File: src/rtl/collision_monitor.sv
// collision_monitor
//   Watches the per-pixel overlap between the dino body and any obstacle
//   body.
//   Overlap pixels are counted within each frame. The count of a completed
//   frame is judged at the next frameStart.
//   A small game-state machine sequences the game:
//     IDLE -> GRACE (restart)
//     GRACE -> ARMED (after GRACE_FRAMES frames)
//     ARMED -> DEAD (hit)
//     DEAD -> GRACE (restart)
//
// Optional feature macro: COLLISION_COORD_EN
//   Defined:   the coordinates of the first overlap pixel of the fatal frame
//              are reported on collisionX/collisionY.
//   Undefined: collisionX/collisionY are tied to 0.
//
// Parameters
//   HIT_THRESHOLD  overlap pixels per frame that count as a hit (1..2047)
//   GRACE_FRAMES   frames after (re)start during which hits are ignored (1..15)
//
// Ports
//   pixelClk      in   1  pixel clock, one pixel per cycle
//   rst           in   1  synchronous active-high reset
//   frameStart    in   1  pulse on the first pixel of each frame
//   vgaX, vgaY    in  32  current pixel column / row
//   dinoGrey      in   1  pixel lies inside the dino body
//   obstacleGrey  in   1  pixel lies inside an obstacle body
//   restart       in   1  start / restart request pulse
//   isDead        out  1  game over, level
//   deadPulse     out  1  one-cycle pulse on entry to DEAD
//   gameState     out  2  IDLE=0 GRACE=1 ARMED=2 DEAD=3
//   overlapCount  out 11  overlap pixels so far in the current frame
//   collisionX/Y  out 32  first overlap pixel of the fatal frame
module collision_monitor #(
  parameter int HIT_THRESHOLD = 4,
  parameter int GRACE_FRAMES  = 2
) (
  input  logic        pixelClk,
  input  logic        rst,
  input  logic        frameStart,
  input  logic [31:0] vgaX,
  input  logic [31:0] vgaY,
  input  logic        dinoGrey,
  input  logic        obstacleGrey,
  input  logic        restart,
  output logic        isDead,
  output logic        deadPulse,
  output logic [1:0]  gameState,
  output logic [10:0] overlapCount,
  output logic [31:0] collisionX,
  output logic [31:0] collisionY
);

  typedef enum logic [1:0] {
    S_IDLE  = 2'd0,
    S_GRACE = 2'd1,
    S_ARMED = 2'd2,
    S_DEAD  = 2'd3
  } state_t;

  localparam logic [10:0] HIT_LVL    = HIT_THRESHOLD[10:0];
  localparam logic [3:0]  GRACE_LOAD = GRACE_FRAMES[3:0];
  localparam logic [10:0] CNT_MAX    = 11'd2047;

  state_t      r_state;
  state_t      w_state_next;
  logic [3:0]  r_grace_cnt;
  logic [3:0]  w_grace_next;
  logic [10:0] r_overlap_cnt;
  logic [10:0] w_cnt_next;
  logic        r_is_dead;
  logic        r_dead_pulse;
  logic        w_enter_dead;
  logic        w_overlap;
  logic        w_hit;

  assign w_overlap = dinoGrey & obstacleGrey;
  // At frameStart the counter still holds the finished frame's total.
  assign w_hit     = (r_overlap_cnt >= HIT_LVL);

  // Per-frame overlap counter. A frameStart pixel belongs to the new frame.
  always_comb begin
    w_cnt_next = r_overlap_cnt;
    if (frameStart) begin
      w_cnt_next = w_overlap ? 11'd1 : 11'd0;
    end else if (w_overlap && (r_overlap_cnt != CNT_MAX)) begin
      w_cnt_next = r_overlap_cnt + 11'd1;
    end
  end

  // Next-state logic; restart outranks any frameStart evaluation.
  always_comb begin
    w_state_next = r_state;
    w_grace_next = r_grace_cnt;
    w_enter_dead = 1'b0;
    case (r_state)
      S_IDLE: begin
        if (restart) begin
          w_state_next = S_GRACE;
          w_grace_next = GRACE_LOAD;
        end
      end
      S_GRACE: begin
        if (restart) begin
          w_grace_next = GRACE_LOAD;
        end else if (frameStart) begin
          w_grace_next = r_grace_cnt - 4'd1;
          if (r_grace_cnt == 4'd1) begin
            w_state_next = S_ARMED;
          end
        end
      end
      S_ARMED: begin
        if (restart) begin
          w_state_next = S_GRACE;
          w_grace_next = GRACE_LOAD;
        end else if (frameStart && w_hit) begin
          w_state_next = S_DEAD;
          w_enter_dead = 1'b1;
        end
      end
      S_DEAD: begin
        if (restart) begin
          w_state_next = S_GRACE;
          w_grace_next = GRACE_LOAD;
        end
      end
      default: w_state_next = S_IDLE;
    endcase
  end

  always_ff @(posedge pixelClk) begin
    if (rst) begin
      r_state       <= S_IDLE;
      r_grace_cnt   <= 4'd0;
      r_overlap_cnt <= 11'd0;
      r_is_dead     <= 1'b0;
      r_dead_pulse  <= 1'b0;
    end else begin
      r_state       <= w_state_next;
      r_grace_cnt   <= w_grace_next;
      r_overlap_cnt <= w_cnt_next;
      r_is_dead     <= (w_state_next == S_DEAD);
      r_dead_pulse  <= w_enter_dead;
    end
  end

  assign isDead       = r_is_dead;
  assign deadPulse    = r_dead_pulse;
  assign gameState    = r_state;
  assign overlapCount = r_overlap_cnt;

`ifdef COLLISION_COORD_EN
  logic [31:0] r_cand_x;
  logic [31:0] r_cand_y;
  logic [31:0] r_coll_x;
  logic [31:0] r_coll_y;
  logic        w_first_overlap;

  // First overlap of a frame: either on the frameStart pixel itself, or the
  // first one seen while the counter is still empty.
  assign w_first_overlap = w_overlap && (frameStart || (r_overlap_cnt == 11'd0));

  always_ff @(posedge pixelClk) begin
    if (rst) begin
      r_cand_x <= 32'd0;
      r_cand_y <= 32'd0;
      r_coll_x <= 32'd0;
      r_coll_y <= 32'd0;
    end else begin
      if (w_first_overlap) begin
        r_cand_x <= vgaX;
        r_cand_y <= vgaY;
      end
      // Candidates still describe the fatal frame here; a candidate update
      // in this same cycle belongs to the next frame.
      if (w_enter_dead) begin
        r_coll_x <= r_cand_x;
        r_coll_y <= r_cand_y;
      end
    end
  end

  assign collisionX = r_coll_x;
  assign collisionY = r_coll_y;
`else
  logic w_unused_coords;
  assign w_unused_coords = ^{vgaX, vgaY};
  assign collisionX      = 32'd0;
  assign collisionY      = 32'd0;
`endif

endmodule

File: config.mk
export PLATFORM = sky130hd
export DESIGN_NAME = collision_monitor
export DESIGN_NICKNAME = d
export VERILOG_FILES = /design/src/rtl/collision_monitor.sv
export SDC_FILE = /design/constraint.sdc
export NUM_CORES = 1
export LEC_CHECK = 0
export CAP_MARGIN = 20
export CELL_PAD_IN_SITES_DETAIL_PLACEMENT = 1
export CELL_PAD_IN_SITES_GLOBAL_PLACEMENT = 2
export CORE_AREA = 2 2 110 101
export DETAILED_ROUTE_END_ITERATION = 10
export DIE_AREA = 0 0 112 103
export PLACE_DENSITY = 0.79
export SKIP_CTS_REPAIR_TIMING = 1
export SLEW_MARGIN = 20
export SYNTH_ARGS = -nofsm -noshare
export SYNTH_HDL_FRONTEND = slang
export SYNTH_SLANG_ARGS = --single-unit
File: constraint.sdc
create_clock -name pixelClk -period 2.5 [get_ports pixelClk]
set_input_delay 0.75 -clock pixelClk [delete_from_list [all_inputs] [get_ports pixelClk]]
set_output_delay 0.75 -clock pixelClk [all_outputs]
set_load 0.03 [all_outputs]
Word-level counts from Yosys, hierarchy flattened
Index checks and enable logic that the tools add are counted.
{"block": "op_classes", "n_reduce_logical": 8, "n_eq_ne": 8, "n_mux": 15, "bitwise_logic": 2, "n_lt_le_gt_ge": 1, "n_addsub": 2}
{"operator": "$mux 11", "count": 2}
{"operator": "$mux 2", "count": 6}
{"operator": "$mux 4", "count": 3}
{"operator": "$add 11x1->11 const B", "count": 1}
{"operator": "$ge 11x3->1 const B", "count": 1}
{"operator": "$ne 11x11->1 const B", "count": 1}
{"operator": "$pmux 4 s2", "count": 1}
{"operator": "$eq 2x2->1 const B", "count": 3}
{"operator": "$pmux 2 s3", "count": 1}
{"operator": "$reduce_or 3->1", "count": 2}
{"operator": "$eq 4x1->1 const B", "count": 1}
{"operator": "$sub 4x1->4 const B", "count": 1}
{"operator": "$ne 3x3->1 const B", "count": 1}
{"operator": "$eq 2x1->1 const B", "count": 1}
{"operator": "$logic_and 1x1->1", "count": 2}
{"operator": "$logic_not 2->1", "count": 1}
{"operator": "$mux 1", "count": 2}
{"operator": "$ne 2x1->1 const B", "count": 1}
{"operator": "$reduce_and 2->1", "count": 1}
{"operator": "$reduce_bool 2->1", "count": 1}
{"operator": "$reduce_or 2->1", "count": 1}
{"operator": "$and 1x1->1", "count": 1}
{"operator": "$not 1->1", "count": 1}
{"block": "word_totals", "ff_bits": 19, "output_inout_bits": 79, "in_bits": 70, "wordCells": 41}

Depth between registers and ports, before layout
{"block": "logic_depth", "ltp_word": 6, "depth_mapped": 6, "mapped_depth_nobuf": 6}

Worst setup path before layout
OpenSTA, ideal clock, no wires.
{"block": "synth_timing", "path_kind": "in2reg", "startpoint": "input dinoGrey", "endpoint": "register r_overlap_cnt[5], in the netlist overlapCount[5]", "slack_ns": 0.781, "setup_time_ns": 0.070, "n_path_buf": 0, "path_stages": 4, "required_time_ns": 2.430, "arrival_ns": 1.649, "path_cell_list": "and2_1 > o31ai_4 > or4_1 > a21oi_1"}
{"block": "synth_between", "elab_chain_len": 3}
{"element": "start: declaration", "line": "43", "rtl": "input logic dinoGrey,"}
{"element": "$and 1x1->1", "line": "77", "rtl": "assign w_overlap = dinoGrey & obstacleGrey;"}
{"element": "$logic_and 1x1->1", "line": "86", "rtl": "end else if (w_overlap && (r_overlap_cnt != CNT_MAX)) begin"}
{"element": "$reduce_bool 2->1 (no source line)"}
{"element": "end signal: assignment", "line": "142", "rtl": "r_overlap_cnt <= w_cnt_next;"}
{"element": "end: declaration", "line": "69", "rtl": "logic [10:0] r_overlap_cnt;"}
No other way between the ends.
A chain may end at the register's enable or synchronous reset.

Worst setup path after layout
{"block": "layout_timing", "startpoint": "register r_overlap_cnt[3], in the netlist overlapCount[3]", "endpoint": "output overlapCount[3]"}
{"element": "end: declaration", "line": "49", "rtl": "output logic [10:0] overlapCount,"}
No word-level cell between the ends.

==> results.sh <==
export IMPL_power_density_cell_area_nw_per_um2=517
export IMPL_end_kind="output port"
export IMPL_vias_in_the_first_global_route=950
export IMPL_critical_path_max_stage_delay_ns=0.74
export IMPL_seq_power_share=0.361
export IMPL_post_route_clock_period_utilization=0.890
export IMPL_synth_ff_latch_count=19
export IMPL_area_growth_syn_to_layout_pct=13.3
export IMPL_worst_setup_path_type="flip-flop to output port"
export IMPL_grt_start_max_net_pins=11
export IMPL_detailedRoute_firstIterationViolations=56
export IMPL_cp_num_cells=1
export IMPL_place_congestion=0.799
export IMPL_async_flop_share=0
export IMPL_insertedDiodeCount=0
export IMPL_detail_route_vias_per_cell=3.32
export IMPL_die_height_um=103
export IMPL_drive_gt1_frac=0.0429
export IMPL_num_cts_buffers=3
export IMPL_worstRegToRegCells=4
export IMPL_required_ns=1.75
export IMPL_die_outline_area_um2=11500
export IMPL_maxSlewHeadroom=0.602
export IMPL_setup_tns_final_ns=0
export IMPL_layout_filler_cells=1308
export IMPL_cts_tree="built"
export IMPL_dp_hpwl_mm=2.58
export IMPL_ant_nets=0
export IMPL_worst_slew_pin_slew_ns=0.592
export IMPL_grt_overflow_total=0
export IMPL_postLayoutCoreUtil=0.164
export IMPL_dieWidth_um=112
export IMPL_biggest_fanout_along_the_worst_timing_path=9
export IMPL_totalPowerFinal_w=0.000895
export IMPL_cellInternalPower_w=0.000582
export IMPL_post_synthesis_cell_type_with_the_largest_combined_area="sky130_fd_sc_hd__buf_4"
export IMPL_fp_coreArea_um2=10500
export IMPL_netlist_area_um2=1530
export IMPL_cts_root_buffer_cell="sky130_fd_sc_hd__clkbuf_16"
export IMPL_timing_final_setup_violations=0
export IMPL_synthTopCellsByArea="sky130_fd_sc_hd__buf_4, sky130_fd_sc_hd__dfxtp_1, sky130_fd_sc_hd__ha_1"
export IMPL_synth_top_area_share=0.314
export IMPL_synth_enable_flop_cells=0
export IMPL_floorplan_rows=36
export IMPL_sw_frac_of_total=0.349
export IMPL_dr_total_vias=1139
export IMPL_floorplan_io_pins=149
export IMPL_buffer_ports_inserted=20
export IMPL_final_net_count=288
export IMPL_synth_ff_type="sky130_fd_sc_hd__dfxtp_1"
export IMPL_firstDrtPassIters=3
export IMPL_synth_cell_types=43
export IMPL_fmax_mhz=449
export IMPL_clk_pin_slew_worst_paths_ns=0.06
export IMPL_clk_insertion_delay_late_ns=0.25
export IMPL_max_cap_viol_count=0
export IMPL_worst_hold_path_num_cells=2
export IMPL_yosys_warnings=0
export IMPL_synth_most_common_cell="sky130_fd_sc_hd__buf_4"
export IMPL_hold_viol=0
export IMPL_global_route_usage_over_all_layers=0.0534
export IMPL_initial_standard_cell_utilization_of_the_core=0.145
export IMPL_antenna_found_initial=0
export IMPL_route_detailed_wl_per_inst_um=9.46
export IMPL_cell_chain_critical_path="clkdlybuf4s50_1"
export IMPL_cts_htree_levels=1
export IMPL_syn_instance_count=188
export IMPL_critical_path_buf_inv_count=1
export IMPL_clock_skew_ns=0.00602
export IMPL_critPathTopFamily="buffers and inverters"
export IMPL_finalWirelength_mm=3.25
export IMPL_drcViolationCount=0
export IMPL_clock_power_share=0.369
export IMPL_holdCritPathClass="flip-flop to flip-flop"
export IMPL_critical_path_slowest_cell="sky130_fd_sc_hd__clkdlybuf4s50_1"
export IMPL_yosysSeqAreaShare=0.249
export IMPL_synthesis_area_per_instance_um2=8.13
export IMPL_power_frac_comb=0.270
export IMPL_clock_path_buffers=2
export IMPL_cts_num_sinks=19
export IMPL_netSwitchingPower_w=0.000313
export IMPL_outcome="finished clean"
export IMPL_ir_worst_vdd_uv=207
export IMPL_worstPathArrival_ns=1.48
export IMPL_rsz_0062_raised_after_global_routing="false"
export IMPL_setup_worst_path_start_class="flip-flop"
export IMPL_synth_top_cells_by_count="sky130_fd_sc_hd__buf_4, sky130_fd_sc_hd__dfxtp_1, sky130_fd_sc_hd__nand2_1"
export IMPL_power_leakage_nw=0.677
export IMPL_number_of_pins_with_negative_max_slew_slack_in_the_final_report=0
export IMPL_hold_worst_slack_ns=0.538
export IMPL_wire_length_of_the_first_global_routing_pass_mm=4.87
export IMPL_finalWorstPathRequiredPeriod_ns=2.23
-- per-layer routing --
metal	global-route usage	part of all wire
met5	0	0
met4	0.00844	0.0046
met3	0.0229	0.075
met2	0.0858	0.46
met1	0.0685	0.46
-- worst paths after layout --
check	start	end	slack [ns]
max	overlapCount[3]	overlapCount[3]	0.27
max reg2reg	overlapCount[3]	isDead	0.77
min reg2reg	overlapCount[1]	overlapCount[1]	0.54
min	overlapCount[1]	overlapCount[1]	0.54
-- sequential cells by signal, summed over array words and instances (netlist names) --
register,flops
overlapCount,11
r_grace_cnt,4
gameState,2
isDead,1
deadPulse,1
-- layout by cell type, fill, tap and decap left out, drive strengths merged, types with 3 or more instances in the layout --
| master | Yosys | layout |
|---|---|---|
| conb | 1 | 64 |
| clkdlybuf4s50 | 0 | 20 |
| dfxtp | 19 | 19 |
| nand2 | 12 | 12 |
| inv | 9 | 9 |
| a21oi | 9 | 9 |
| nor3 | 7 | 7 |
| ha | 7 | 7 |
| nand3 | 6 | 6 |
| o21ai | 5 | 5 |
| clkbuf | 2 | 4 |
| or4 | 3 | 3 |
| and2 | 3 | 3 |
| xor2 | 3 | 3 |
| nor2 | 3 | 3 |
| or3 | 3 | 3 |
| a31oi | 3 | 3 |
| o31ai | 3 | 3 |
-- power groups by stage --
stage | clock [W] | sequential, W | combinational (W)
after floorplan | 0 | 0.000336 | 0.000274
after global placement | 0 | 0.000329 | 0.000237
after detailed placement | 0 | 0.000330 | 0.000240
after CTS | 0.000343 | 0.000323 | 0.000241
after global routing | 0.000356 | 0.000325 | 0.000262
final | 0.000330 | 0.000323 | 0.000242
-- stage by stage --
step	setup slack (ns)	cells	area, um2
2_1_floorplan	0.781	251	1770
3_3_place_gp	0.190	339	1650
3_5_place_dp	0.168	339	1650
4_1_cts	0.259	343	1730
5_1_grt	0.179	343	1730
6_report	0.274	343	1730
-- kinds of logic after synthesis --
kind of cell / share of synthesized area
xor+xnor: 0.0229
fa+ha+maj: 0.0573
buf+inv: 0.345
simple gates: 0.182
flops: 0.249
compound gates: 0.128
other cells: 0.00245
mux: 0.0139
-- cell type report --
type                            count  area, um2  share of cell area
Multi-Input combinational cell    156        858               0.495
Timing Repair Buffer               22        215               0.124
Inverter                            9       33.8              0.0195
Tap cell                          133        166              0.0960
Clock buffer                        4       78.8              0.0455
Sequential cell                    19        380               0.219
No activity file was read; power rests on OpenSTA's default activity.
